==> src/rtl/int_ctrl.sv <==
// Vectored interrupt controller: four asynchronous level inputs, edge-latched
// pending bits, fixed priority (irq[0] highest), a mask register, nested
// in-service tracking, and a two-state IDLE/REQ handshake with the control unit.
module int_ctrl #(
    parameter logic [7:0] VEC_BASE = 8'hF0
) (
    input  logic       clk,
    input  logic       reset,
    input  logic [3:0] irq,
    input  logic       mask_we,
    input  logic [3:0] mask_in,
    input  logic       int_ack,
    input  logic       int_ret,
    output logic       int_req,
    output logic [7:0] int_vec,
    output logic [3:0] pending,
    output logic [3:0] in_service,
    output logic [3:0] mask
);

    localparam logic S_IDLE = 1'b0;
    localparam logic S_REQ  = 1'b1;

    logic [3:0] r_sync1;
    logic [3:0] r_sync2;
    logic [3:0] r_sync_prev;
    logic [1:0] r_warm;
    logic       r_state;
    logic [1:0] r_grant;
    logic [3:0] r_pending;
    logic [3:0] r_in_service;
    logic [3:0] r_mask;

    logic [3:0] w_rise;
    logic [3:0] w_elig;
    logic       w_any;
    logic [1:0] w_sel;
    logic       w_ack;
    logic [3:0] w_grant_bit;
    logic [3:0] w_ret_clr;

    // Synchronize the asynchronous lines and keep one cycle of history for edge detection.
    // NOTE: all sequential state uses non-blocking assignments so every flop samples pre-edge values.
    always_ff @(posedge clk or negedge reset) begin
        if (!reset) begin
            r_sync1     <= 4'h0;
            r_sync2     <= 4'h0;
            r_sync_prev <= 4'h0;
        end else begin
            r_sync1     <= irq;
            r_sync2     <= r_sync1;
            r_sync_prev <= r_sync2;
        end
    end

    // Blank edge detection until the synchronizer and history hold real samples,
    // so a line already high at reset release is not mistaken for a fresh edge.
    always_ff @(posedge clk or negedge reset) begin
        if (!reset) begin
            r_warm <= 2'd0;
        end else if (r_warm != 2'd3) begin
            r_warm <= r_warm + 2'd1;
        end
    end

    assign w_rise = r_sync2 & ~r_sync_prev & {4{r_warm == 2'd3}};

    // A source is eligible when pending, unmasked, and no equal-or-higher-priority handler is active.
    // NOTE: outputs of combinational blocks get a default first so no path infers a latch.
    always_comb begin
        logic v_blocked;
        w_elig    = 4'h0;
        v_blocked = 1'b0;
        for (int n = 0; n < 4; n++) begin
            v_blocked = v_blocked | r_in_service[n];
            w_elig[n] = r_pending[n] & r_mask[n] & ~v_blocked;
        end
    end

    // Fixed-priority encoder: lowest eligible index wins.
    always_comb begin
        w_sel = 2'd0;
        for (int n = 3; n >= 0; n--) begin
            if (w_elig[n]) begin
                w_sel = 2'(n);
            end
        end
    end

    assign w_any       = |w_elig;
    assign w_ack       = (r_state == S_REQ) && int_ack;
    assign w_grant_bit = 4'b0001 << r_grant;
    // Lowest set bit of in_service is the innermost (highest-priority) active handler.
    assign w_ret_clr   = int_ret ? (r_in_service & (~r_in_service + 4'd1)) : 4'h0;

    // Request handshake: latch the winner on entry, hold it unchanged until acknowledged.
    always_ff @(posedge clk or negedge reset) begin
        if (!reset) begin
            r_state <= S_IDLE;
            r_grant <= 2'd0;
        end else begin
            case (r_state)
                S_IDLE: begin
                    if (w_any) begin
                        r_state <= S_REQ;
                        r_grant <= w_sel;
                    end
                end
                S_REQ: begin
                    if (int_ack) begin
                        r_state <= S_IDLE;
                    end
                end
                default: r_state <= S_IDLE;
            endcase
        end
    end

    // Pending: acknowledged bit clears, but a coincident new edge re-sets it.
    always_ff @(posedge clk or negedge reset) begin
        if (!reset) begin
            r_pending <= 4'h0;
        end else begin
            r_pending <= (r_pending & ~(w_ack ? w_grant_bit : 4'h0)) | w_rise;
        end
    end

    // In-service: return retires the old innermost handler, then an ack adds the granted one.
    always_ff @(posedge clk or negedge reset) begin
        if (!reset) begin
            r_in_service <= 4'h0;
        end else begin
            r_in_service <= (r_in_service & ~w_ret_clr) | (w_ack ? w_grant_bit : 4'h0);
        end
    end

    // Mask register write.
    always_ff @(posedge clk or negedge reset) begin
        if (!reset) begin
            r_mask <= 4'h0;
        end else if (mask_we) begin
            r_mask <= mask_in;
        end
    end

    // Outputs decode straight from state so reset drops the request without a clock.
    assign int_req    = (r_state == S_REQ);
    assign int_vec    = int_req ? (VEC_BASE + {4'h0, r_grant, 2'b00}) : VEC_BASE;
    assign pending    = r_pending;
    assign in_service = r_in_service;
    assign mask       = r_mask;

endmodule

==> config.mk <==
export PLATFORM = sky130hd
export DESIGN_NAME = int_ctrl
export DESIGN_NICKNAME = d
export VERILOG_FILES = /design/src/rtl/int_ctrl.sv
export SDC_FILE = /design/constraint.sdc
export NUM_CORES = 1
export LEC_CHECK = 0
export CAP_MARGIN = 40
export CORE_ASPECT_RATIO = 0.7
export CORE_UTILIZATION = 30
export CTS_CLUSTER_DIAMETER = 150
export DETAILED_ROUTE_END_ITERATION = 6
export PLACE_DENSITY_LB_ADDON = 0.15
export SYNTH_ARGS = -nofsm -noshare
export SYNTH_HDL_FRONTEND = slang
export SYNTH_SLANG_ARGS = --single-unit
==> constraint.sdc <==
create_clock -name clk -period 2.25 [get_ports clk]
set_input_delay 0.3375 -clock clk [delete_from_list [all_inputs] [get_ports clk]]
set_output_delay 0.3375 -clock clk [all_outputs]
set_load 0.05 [all_outputs]
Word-level counts from Yosys, hierarchy flattened
Cells that the tools add are included.

Register bits after elaboration: 29. Output and inout port bits: 21. Word-level logic and storage cells: 55.

Add/subtract/negate cells: 3. Equality and inequality tests: 2. Shift operators: 1. Muxes and demuxes: 10. Bitwise gates (word level): 27. Reductions and logical operators: 3.

Operators by type and width (count): $and 4x4->4 (5); $not 4->4 (4); $and 1x1->1 (8); $mux 2 (4); $mux 4 (2); $mux 8 (1); $or 4x4->4 (2); $add 5x5->6 const A (1); $not 1->1 (5); $add 4x1->4 const B (1); $reduce_or 4->1 (1); $shl 1x2->4 const A (1); $or 1x1->1 (3); $add 2x1->2 const B (1); $eq 2x2->1 const B (1); $mux 1 (2); $ne 2x2->1 const B (1); $pmux 1 s2 (1); $reduce_and 2->1 (1); $logic_and 1x1->1 (1).

Longest topological paths before layout
Depth in word-level cells: 9. Mapped depth: 4.

Worst setup path before layout
OpenSTA, ideal clock, no wires.

Path type: reg-to-reg. Start: register r_state, in the netlist int_req. End: register r_pending[3], in the netlist pending[3]. Setup time: 0.122 ns. Arrival time: 1.595 ns. Data required time: 2.128 ns. Path slack: 0.534 ns. Stages on the path, launching flop included: 4. Path buffers: 0. Cells stage by stage: dfrtp_1 > and2_1 > nand3_1 > a32o_1.

Longest elaborated chain between the ends: 5.

Ends and longest elaborated chain: from (decl) (RTL line 28) `logic r_state;`; from (signal assigned) (RTL line 99) `r_state <= S_IDLE;`; from (signal assigned) (RTL line 105) `r_state <= S_REQ;`; from (signal assigned) (RTL line 111) `r_state <= S_IDLE;`; $logic_and 1x1->1 (RTL line 91) `assign w_ack = (r_state == S_REQ) && int_ack;`; $mux 4 (RTL line 124) `r_pending <= (r_pending & ~(w_ack ? w_grant_bit : 4'h0)) | w_rise;`; $not 4->4 (RTL line 124); $and 4x4->4 (RTL line 124); $or 4x4->4 (RTL line 124); to (signal assigned) (RTL line 124); to (decl) (RTL line 30) `logic [3:0] r_pending;`.

Every way passes these cells. A chain may end at the register's enable or synchronous reset.

Final worst setup path
Start: register r_state, in the netlist int_req. End: output port int_vec[2].

Longest elaborated chain between the ends: 1.

Ends and longest elaborated chain: $mux 8 (RTL line 148) `assign int_vec = int_req ? (VEC_BASE + {4'h0, r_grant, 2'b00}) : VEC_BASE;`; to (decl) (RTL line 15) `output logic [7:0] int_vec,`.

Every way passes these cells.

==> out/metrics.csv <==
metric;value;unit
cpLargestDelayFamily;buffers and inverters;
synth_commonest_cells;dfrtp_1, nand2_1, buf_4, inv_1, o21ai_0;
fillers;346;
min_to;r_sync2[3]$_DFF_PN0_;
rsz0062_at_grt;no;
drive_gt1_share;12.3;%
core-area;3510;um2
fin_cells;172;
fp.dieW;74.4;um
ff2ff_setup_slack;0.66;ns
peakVddDrop;0.000506;V
synth_cell_types;21;
wl;2.01;mm
p_per_area;1380;nW/um2
period_minus_slack;2.05;ns
synthFlopType;dfrtp_1;
diodes;0;
ios;34;
antenna_found_initial;0;
setup_viol_count_final;0;
ys_seq_area_share;65.9;%
place.gp.congestion;0.764;
nets;135;
fin_util;43.5;%
min_from;r_sync1[3]$_DFF_PN0_;
place_inst;164;
vias_per_cell;4.35;
grt_pass1_vias;700;
path_clk_slew;0.06;ns
syn_to_final_growth;38.8;%
cts_tree;built;
hold_path_class;flop to flop;
dp_hpwl;1.49;mm
critical_path_required;1.91;ns
cp_num_buf_inv;1;
clock_latency;0.28;ns
p_total;0.00210;W
avgSynthCellArea;12.5;um2
dieArea;3920;um2
worstMarginPinSlew;0.499;ns
cp-start-kind;flop;
fin_worst_skew;0.00587;ns
syn_area;1100;um2
num_rows;18;
hold_viol_final;0;
crit_chain;and2_1 > clkdlybuf4s50_1;
synth-edff-count;0;
drv_cap;0;
drc_errors;0;
yosys-top-cells-area;dfrtp_1, mux2_2, buf_4;
clock_path_buffers;2;
cts_num_sinks;29;
cts-root-buf;clkbuf_8;
worstSetupPathType;flop to output pin;
setup_tns;0;ns
ys_ff_latch;29;
path_depth;2;
cp.arrival;1.72;ns
grt_pass1_wl;3.31;mm
slowest_delay;0.81;ns
start_util;31.3;%
cp_max_fo;7;
synth_cells;88;
yosys_warnings;0;
cts_resized;0;
grtUsageTotal;12.4;%
die_y;52.7;um
reg2reg_depth;4;
drv_slew;0;
grt_max_degree;30;
netlist.area_leader.share;65.9;%
power.leakage;0.674;nW
num_vias;749;
hold_depth;0;
hold_buffers;0;
cts_inserted_buffers;5;
htree_levels;2;
relSlewSlack;66.6;%
io_buffers;27;
overflow;0;
r2r_end;r_grant[0]$_DFFE_PN0P_;
wl_per_cell;11.7;um
synth_top_area_cell;dfrtp_1;
cts_setup_buffers;0;
drtAntennaViolNets;0;
r2r-start;in_service[0]$_DFF_PN0_;
drtPass1Iterations;4;
synthMostInstantiatedCell;dfrtp_1;
outcome;finished, final reports clean;
clock.fmax;0.487;GHz
synthArstFlopShare;100;%
period_share;91.3;%
end_kind;output pin;
drtIter0Drc;76;
crit_slowest_cell;clkdlybuf4s50_1;
==> cell type report <==
| class | count | area [um2] | area share [%] |
|---|---|---|---|
| Clock buffer | 7 | 86.3 | 5.65 |
| Timing Repair Buffer | 28 | 278 | 18.2 |
| Clock inverter | 1 | 30.0 | 1.97 |
| Tap cell | 50 | 62.6 | 4.09 |
| Inverter | 6 | 22.5 | 1.47 |
| Sequential cell | 29 | 726 | 47.5 |
| Multi-Input combinational cell | 51 | 323 | 21.1 |
==> routing by layer <==
| metal | vias up | GRT usage, % | share of wire [%] |
|---|---|---|---|
| met5 | - | 0 | 0 |
| met4 | 0 | 5.66 | 1.3 |
| met3 | 4 | 7.12 | 9.7 |
| met2 | 36 | 15.9 | 40 |
| met1 | 359 | 16.5 | 49 |
| li1 | 350 | - | - |
==> worst reg2reg max path, stage by stage (launching register included) <==
cell	delay, ns
dfrtp_1	0.45
or3_4	0.41
a211oi_2	0.20
nor2_1	0.10
mux2_1	0.32
==> logic make-up (layout without fill, tap and decap cells) <==
logic type	after synthesis	after routing	share of synthesized area [%]
compound gates	12	12	7.96
xor+xnor	1	1	0.796
fa+ha+maj	1	1	1.14
buf+inv	12	42	6.14
flops	29	29	65.9
mux	6	6	6.14
other cells	2	6	0.682
simple gates	25	25	11.2
==> registers in the layout, indices dropped and copies added, names as in the netlist <==
| name | count |
|---|---|
| int_req | 1 |
| r_sync1 | 4 |
| mask | 4 |
| r_sync_prev | 4 |
| in_service | 4 |
| r_sync2 | 4 |
| r_warm | 2 |
| r_grant | 2 |
| pending | 4 |
==> cells in the final DEF, fill, tap and decap left out, drive strengths merged, types with 2 or more instances in the layout <==
master	instances
nor2b	2
inv	6
o21ai	6
nand3b	2
a32o	3
nor2	4
mux2	6
clkdlybuf4s50	27
conb	6
nand3	2
clkbuf	7
dfrtp	29
a211oi	2
and2	2
nand2	11
==> power breakdown <==
group / internal (W) / switching [W] / total (W)
combinational: 0.000297 / 0.000527 / 0.000824
clock: 0.000360 / 0.000185 / 0.000546
sequential: 0.000627 / 0.000104 / 0.000731
total: 0.00128 / 0.000817 / 0.00210
==> stage by stage <==
stage          setup WS, ns  hold WS (ns)  instance area [um2]
2_1_floorplan         0.534        0.0419                 1120
3_5_place_dp          0.491         0.335                 1410
4_1_cts               0.182         0.349                 1530
6_report              0.197         0.347                 1530
3_3_place_gp          0.504         0.333                 1410
5_1_grt               0.120         0.355                 1530
==> how the worst max path moves through the flow <==
stage	start	slack [ns]	endpoint
2_1_floorplan	int_req$_DFF_PN0_	0.53	pending[3]$_DFF_PN0_
3_3_place_gp	int_req$_DFF_PN0_	0.50	int_vec[2]
3_5_place_dp	int_req$_DFF_PN0_	0.49	int_vec[2]
4_1_cts	int_req$_DFF_PN0_	0.18	int_vec[2]
6_report	int_req$_DFF_PN0_	0.20	int_vec[2]
5_1_grt	int_req$_DFF_PN0_	0.12	int_vec[2]
Note: power is estimated with default switching activity, not from simulation.
